### src/rtl/router_pkg.sv
// Shared definitions for the 1x3 router packet controller.
//   ADDR_W / NUM_DEST : header address width and number of output FIFOs
//   ADDR_*            : destination address codes; ADDR_INVALID has no FIFO behind it
//   state_e           : 3-bit controller state encoding (all eight codes are used)
//   pick_dest         : select one per-FIFO flag by destination address
package router_pkg;

   localparam int unsigned ADDR_W   = 2;
   localparam int unsigned NUM_DEST = 3;

   localparam logic [ADDR_W-1:0] ADDR_0       = 2'd0;
   localparam logic [ADDR_W-1:0] ADDR_1       = 2'd1;
   localparam logic [ADDR_W-1:0] ADDR_2       = 2'd2;
   localparam logic [ADDR_W-1:0] ADDR_INVALID = 2'd3;

   typedef enum logic [2:0] {
      StDecodeAddress   = 3'd0,
      StLoadFirstData   = 3'd1,
      StLoadData        = 3'd2,
      StFifoFull        = 3'd3,
      StLoadAfterFull   = 3'd4,
      StLoadParity      = 3'd5,
      StCheckParityErr  = 3'd6,
      StWaitTillEmpty   = 3'd7
   } state_e;

   // Flag of the addressed FIFO; the invalid address has no FIFO and reads as 0.
   function automatic logic pick_dest(input logic [NUM_DEST-1:0] flags,
                                      input logic [ADDR_W-1:0]   addr);
      case (addr)
         ADDR_0:  return flags[0];
         ADDR_1:  return flags[1];
         ADDR_2:  return flags[2];
         default: return 1'b0;
      endcase
   endfunction

endpackage

### src/rtl/router_fsm.sv
// Packet-level controller for the 1x3 router. Sequences header decode, first-byte load,
// payload, FIFO-full stall, parity load and parity check for each packet.
// Ports:
//   clk, reset_in (sync, active-low)
//   pkt_valid, data_in[1:0]           : input port; data_in is the header address
//   fifo_full                         : full flag of the addressed FIFO
//   fifo_empty_0..2, soft_reset_0..2  : per-FIFO empty and timeout-reset flags
//   parity_done, low_pkt_valid        : status from the input register
//   detect_add, lfd_state, ld_state, laf_state, full_state : state strobes
//   write_en_reg, rst_int_reg, busy   : datapath enables and source back-pressure
module router_fsm
   import router_pkg::*;
(
   input  logic              clk,
   input  logic              reset_in,
   input  logic              pkt_valid,
   input  logic [ADDR_W-1:0] data_in,
   input  logic              fifo_full,
   input  logic              fifo_empty_0,
   input  logic              fifo_empty_1,
   input  logic              fifo_empty_2,
   input  logic              soft_reset_0,
   input  logic              soft_reset_1,
   input  logic              soft_reset_2,
   input  logic              parity_done,
   input  logic              low_pkt_valid,
   output logic              detect_add,
   output logic              lfd_state,
   output logic              ld_state,
   output logic              laf_state,
   output logic              full_state,
   output logic              write_en_reg,
   output logic              rst_int_reg,
   output logic              busy
);

   state_e              state_q, state_d;
   logic [ADDR_W-1:0]   addr_q;
   logic [NUM_DEST-1:0] empty_vec, soft_vec;

   assign empty_vec = {fifo_empty_2, fifo_empty_1, fifo_empty_0};
   assign soft_vec  = {soft_reset_2, soft_reset_1, soft_reset_0};

   always_ff @(posedge clk) begin
      if (!reset_in) begin
         state_q <= StDecodeAddress;
         addr_q  <= ADDR_0;
      end else begin
         state_q <= state_d;
         if (state_q == StDecodeAddress && pkt_valid) begin
            addr_q <= data_in;
         end
      end
   end

   always_comb begin
      state_d = state_q;
      // A timeout on the packet's FIFO abandons the packet from any active state.
      if (state_q != StDecodeAddress && pick_dest(soft_vec, addr_q)) begin
         state_d = StDecodeAddress;
      end else begin
         case (state_q)
            StDecodeAddress: begin
               if (pkt_valid && data_in != ADDR_INVALID) begin
                  state_d = pick_dest(empty_vec, data_in) ? StLoadFirstData : StWaitTillEmpty;
               end
            end
            StLoadFirstData: state_d = StLoadData;
            StLoadData: begin
               // fifo_full takes precedence so a parity byte arriving during a stall
               // is written through LOAD_AFTER_FULL.
               if (fifo_full)       state_d = StFifoFull;
               else if (!pkt_valid) state_d = StLoadParity;
            end
            StFifoFull: begin
               if (!fifo_full) state_d = StLoadAfterFull;
            end
            StLoadAfterFull: begin
               if (parity_done)        state_d = StDecodeAddress;
               else if (low_pkt_valid) state_d = StLoadParity;
               else                    state_d = StLoadData;
            end
            StLoadParity:     state_d = StCheckParityErr;
            StCheckParityErr: state_d = fifo_full ? StFifoFull : StDecodeAddress;
            StWaitTillEmpty: begin
               if (pick_dest(empty_vec, addr_q)) state_d = StLoadFirstData;
            end
            default:          state_d = StDecodeAddress;
         endcase
      end
   end

   always_comb begin
      detect_add   = 1'b0;
      lfd_state    = 1'b0;
      ld_state     = 1'b0;
      laf_state    = 1'b0;
      full_state   = 1'b0;
      write_en_reg = 1'b0;
      rst_int_reg  = 1'b0;
      busy         = 1'b0;
      case (state_q)
         StDecodeAddress:  detect_add = 1'b1;
         StLoadFirstData: begin
            lfd_state = 1'b1;
            busy      = 1'b1;
         end
         StLoadData: begin
            ld_state     = 1'b1;
            write_en_reg = 1'b1;
         end
         StFifoFull: begin
            full_state = 1'b1;
            busy       = 1'b1;
         end
         StLoadAfterFull: begin
            laf_state    = 1'b1;
            write_en_reg = 1'b1;
            busy         = 1'b1;
         end
         StLoadParity: begin
            write_en_reg = 1'b1;
            busy         = 1'b1;
         end
         StCheckParityErr: begin
            rst_int_reg = 1'b1;
            busy        = 1'b1;
         end
         StWaitTillEmpty:  busy = 1'b1;
         default:          detect_add = 1'b1;
      endcase
   end

endmodule

### config.mk
export PLATFORM = sky130hd
export DESIGN_NAME = router_fsm
export DESIGN_NICKNAME = d
export VERILOG_FILES = /design/src/rtl/router_pkg.sv /design/src/rtl/router_fsm.sv
export SDC_FILE = /design/constraint.sdc
export NUM_CORES = 1
export LEC_CHECK = 0
export CAP_MARGIN = 25
export CELL_PAD_IN_SITES_DETAIL_PLACEMENT = 1
export CELL_PAD_IN_SITES_GLOBAL_PLACEMENT = 1
export CORE_MARGIN = 2
export CORE_UTILIZATION = 25
export DETAILED_ROUTE_END_ITERATION = 6
export PLACE_DENSITY_LB_ADDON = 0.05
export SKIP_CTS_REPAIR_TIMING = 1
export SLEW_MARGIN = 20
export SYNTH_ARGS = -nofsm -noshare
export SYNTH_HDL_FRONTEND = slang
export SYNTH_SLANG_ARGS = --single-unit
### constraint.sdc
create_clock -name clk -period 2 [get_ports clk]
set_input_delay 0.2 -clock clk [delete_from_list [all_inputs] [get_ports clk]]
set_output_delay 0.2 -clock clk [all_outputs]
set_load 0.005 [all_outputs]
# Word level (Yosys, flattened, before mapping)
# Index checks and enable logic that the tools add are counted.
# totals
in_bits,14
word_cells,56
ff_bits,5
output_inout_bits,8
# classes
bitwise_logic,1
eq_ne,16
mux,26
reduce_logical,11
# op_table
op,count
$mux W3,8
$pmux W3 S8,1
$mux W1,13
$eq A3 B3 Y1 const B,4
$pmux W1 S3,3
$eq A3 B2 Y1 const B,2
$ne A2 B2 Y1 const B,3
$reduce_or A6 Y1,1
$eq A2 B1 Y1 const B,2
$eq A2 B2 Y1 const B,2
$logic_not A2 Y1,2
$reduce_and A4 Y1,1
$eq A3 B1 Y1 const B,1
$logic_and A1 B1 Y1,3
$logic_not A3 Y1,1
$ne A3 B3 Y1 const B,1
$reduce_bool A3 Y1,1
$reduce_or A3 Y1,1
$mux W2,1
$ne A2 B1 Y1 const B,1
$reduce_or A2 Y1,1
$not A1 Y1,1

# Longest topological paths before layout
# logic_depth
ltp_word,8
mapped_depth,5
ltp_nobuf,4

# Worst setup path after synthesis
# OpenSTA, ideal clock, no wires.
# synth_timing
path_kind,register to register
startpoint,reg state_q[1]
endpoint,reg state_q[1]
n_path_buf,1
path_slack_ns,0.845
period_less_slack_ns,1.155
setup_time_ns,0.120
required_time_ns,1.880
path_stages_with_launch,6
arrival_ns,1.035
cell_sequence,dfxtp_1 buf_2 nor2b_1 a21oi_1 nor2_1 o31a_1
# synth_via
elab_chain_len,3
elab_cells_between_ends,17
classes_between,eq/ne: 11; mux: 1; reduce/logical: 5
# synth_lines
element,line_no,source
start: declaration,router_fsm.sv:37,"state_e state_q, state_d;"
start signal: assignment,router_fsm.sv:46,state_q <= StDecodeAddress;
start signal: assignment,router_fsm.sv:49,state_q <= state_d;
"$eq A3 B2 Y1, or another cell as far along",router_fsm.sv:62,case (state_q)
"$ne A3 B3 Y1 (no line), or another cell as far along",-,
$reduce_and A4 Y1 (no line) / $reduce_or A2 Y1 (equally long branches),-,
# Parallel ways exist; a longest one is shown, timed or not.
# A chain may end at the register's enable or synchronous reset.

# Worst setup path in the final report
# layout_timing
startpoint,reg state_q[0]
endpoint,out lfd_state
# layout_via
elab_chain_len,2
# layout_lines
element,line_no,source
$eq A3 B1 Y1,router_fsm.sv:102,case (state_q)
$mux W1,router_fsm.sv:102,
end: declaration,router_fsm.sv:28,"output logic lfd_state,"
# No other way between the ends.

==> metrics.sh <==
TIMING.HOLD.WORST_PATH_DEPTH=2
CRITICAL_PATH.SLOWEST_CELL='sky130_fd_sc_hd__dfxtp_1'
TIMING.FINAL.CRIT_PERIOD_NS=1.862
YS_WARN_COUNT=0
SETUP-VIOLATIONS-FINAL=0
SYNTH.CELLS.MOST_FREQUENT='5 x sky130_fd_sc_hd__a21oi_1, 5 x sky130_fd_sc_hd__dfxtp_1, 5 x sky130_fd_sc_hd__nand2_1'
WORST_HOLD_STARTPOINT='addr_q[0]'
CRITICALPATHCATEGORY='reg -> out'
SYNTH_TOP_CELL_BY_AREA='sky130_fd_sc_hd__dfxtp_1'
DIEAREA_UM2=2201
WORSTPATHMAXFANOUT=15
INITIAL_UTILIZATION=0.2667
CP_NUM_BUF_INV=1
POWER.LEAKAGE_uW=0.0002659
PIN_COUNT_OF_THE_BIGGEST_NET_ENTERING_GLOBAL_ROUTING=16
WORST_SETUP_PATH_END_KIND='primary output'
ASYNC_RESET_FF_FRAC=0
SETUP_TNS_NS=0
SYNTH_CELL_TYPE_COUNT=28
WORST-ENDPOINT-ARRIVAL_NS=1.66
FINAL_MAX_SLEW_VIOL_COUNT=0
ROUTABILITYCONGESTION=0.6581
CRITICAL_PATH.STARTPOINT_TYPE='register'
WORST_EP_REQUIRED_TIME_NS=1.80
MULTI_INPUT_COMB_AREA_UM2=334.1
AREA_DELTA_SYNTH_FINAL_PCT=55.16
CTS.ROOT.BUFFER_CELL='sky130_fd_sc_hd__clkbuf_4'
CELL_TYPES_OCCUPYING_THE_MOST_AREA_AFTER_SYNTHESIS='sky130_fd_sc_hd__dfxtp_1 22%, sky130_fd_sc_hd__mux2i_1 6.5%, sky130_fd_sc_hd__nor3b_1 6.5%'
CTS.SINK_COUNT=5
DESIGN_POWER_TOTAL_uW=875.3
SLOWEST_DELAY_NS=0.64
R2R_SLACK_NS=0.58
RSZ0062_AT_GRT='false'
CLOCK_INSERTION_DELAY_WORST_SKEW_NS=0.24
GRT_FIRST_PASS_WIRELENGTH_MM=2.166
FINAL_HOLD_VIOLATION_COUNT=0
DIE-HEIGHT_UM=46.92
SYNTH-EDFF-COUNT=0
FINAL.FILL_COUNT=225
FINAL_LAYOUT_SIZE_SUFFIX_GT1_FRAC=0.08333
RATIO_OF_ROUTED_VIAS_TO_STANDARD_CELLS=4.789
MAX_FREQ_GHz=0.5370
SUM_OF_ROUTED_WIRE_LENGTH_OVER_ALL_LAYERS_MM=1.288
SYN_AREA_PER_CELL_UM2=7.426
REG2REGPATHDEPTH=4
RESULT_OF_THE_RUN='completed'
MAPPEDNETLISTNETS=76
REGISTER_AREA_SHARE_AFTER_SYNTHESIS=0.2174
TIMING.RR.START='state_q[2]'
HPWL_UM=978.7
DRTPASS1ITERATIONS=4
CTS.CLK_SLEW.WORST_PATHS_NS=0.04
CRIT-REG2REG-CAPTURE='state_q[1]'
VIAS=522
MIN_TO='addr_q[0]'
VDD_DROP_MAX_uV=875.6
SYNTH-MAIN-FF-CELL='sky130_fd_sc_hd__dfxtp_1'
MAX_SLEW.WORST_PIN.SLEW_NS=0.5175
SYNTH_AREA_UM2=460.4
TIMING.SLEW.HEADROOM=0.6545
IO_PINS=22
CTS_HTREE_LEVELS=1
SYNTH_SEQ_CELLS=5
POST_ROUTE_CLOCK_SKEW_NS=0.009710
PORT_BUFFERS=21
STD_CELL_ROWS=15
SEQUENTIAL_CELL_AREA_UM2=101.3
LAYOUT.NETS=99
CLOCK_TREE_FROM_TRITONCTS='done'
TRACK_USAGE=0.1386
FINALCRITPERIODSHARE=0.9310
P_PER_CELL_AREA_nW_PER_UM2=1225
FIRST_GLOBAL_VIAS=501
TIMING.CRITICAL_PATH.CELLS='nor3b_1 -> clkdlybuf4s50_1'
CRITICAL-PATH-TOP-DELAY-FAMILY='flip-flops'
DRT-INITIAL-DRC-COUNT=11
POST-ROUTE-DRC-COUNT=0
SYN-INSTANCE-COUNT=62
CORE-AREA_UM2=1727
TIMING.MAX_CAP.VIOLATIONS=0
SYNTH.TOP_CELL.AREA_SHARE=0.2174
ANTENNADIODECOUNT=0
ANTENNA_FOUND_INITIAL=0
DIE_WIDTH_UM=46.92
ANTENNA_LEFT=0
GRT_OVERFLOW=0
CTS_MADE_BUFFERS=3
HOLD_PATH_CLASS='reg -> reg'
CLOCKBUFFERDEPTH=2
WL_PER_CELL_UM=11.82
[sequential cells by signal (all words and copies together), names as in the netlist]
name and cells:
addr_q 2, state_q 3
[per-stage QoR]
stage          hold WS [ns]  utilization  area [µm²]  cells  setup WS [ns]
6_report             0.5122       0.4138       714.4    109         0.1380
5_1_grt              0.5602       0.4138       714.4    109        0.03184
4_1_cts              0.5235       0.4130       713.2    109        0.07635
3_5_place_dp         0.5181       0.3978       686.9    105         0.3510
3_3_place_gp         0.5136       0.3978       686.9    105         0.3818
2_1_floorplan        0.3464            -       460.4     62         0.8449
[cells by family (layout without fill, tap and decap cells)]
logic type             Yosys count  count (layout)  synth area share
AOI/OAI and AO/OA               20              20            0.2826
buffers and inverters            6              28           0.05705
and+or+nand+nor                 28              28            0.3778
DFF                              5               5            0.2174
muxes                            3               3           0.06522
[placed cells by master, fill, tap and decap left out, drive strengths merged, types with 2 or more instances in the layout]
| cell type | count |
|---|---|
| a21boi | 3 |
| a21oi | 5 |
| and2 | 3 |
| clkbuf | 4 |
| clkdlybuf4s50 | 21 |
| dfxtp | 5 |
| inv | 3 |
| mux2i | 3 |
| nand2 | 5 |
| nand3 | 3 |
| nand3b | 3 |
| nor2 | 4 |
| nor3b | 4 |
| o21ai | 5 |
| o22ai | 2 |
[final cells by class]
| type | instances | area share |
|---|---|---|
| flip-flops and latches | 5 | 0.1419 |
| multi-input cells | 51 | 0.4676 |
| inverters | 3 | 0.01576 |
| well taps | 25 | 0.04378 |
| clock buffers | 4 | 0.03678 |
| repair buffers | 21 | 0.2942 |
[metal layers]
layer | wire length, µm | GRT usage | vias up
met4 | 0 | 0.03889 | 0
met5 | 0 | 0 | -
met3 | 51 | 0.03462 | 0
met2 | 570 | 0.2055 | 13
met1 | 666 | 0.1991 | 238
li1 | - | - | 271
[power breakdown]
part           switching (µW)  internal (µW)
Clock                    40.7           75.4
Combinational             206            303
Sequential                113            138
Total                     359            516
[worst reg2reg max path: cells and delay by family, from the launching register on]
| family | cells | cell delay, ns |
|---|---|---|
| simple gates | 1 | 0.13 |
| compound gates | 3 | 0.54 |
| flops | 1 | 0.64 |
[how the worst max path moves through the flow]
stage / startpoint / endpoint / depth (start not counted)
after detailed placement: state_q[1] / full_state / 3
after global placement: state_q[1] / full_state / 3
final: state_q[0] / lfd_state / 2
after global routing: state_q[0] / write_en_reg / 3
after CTS: state_q[1] / full_state / 3
after floorplan: state_q[1] / state_q[1] / 5
(Power assumes the default switching activity.)
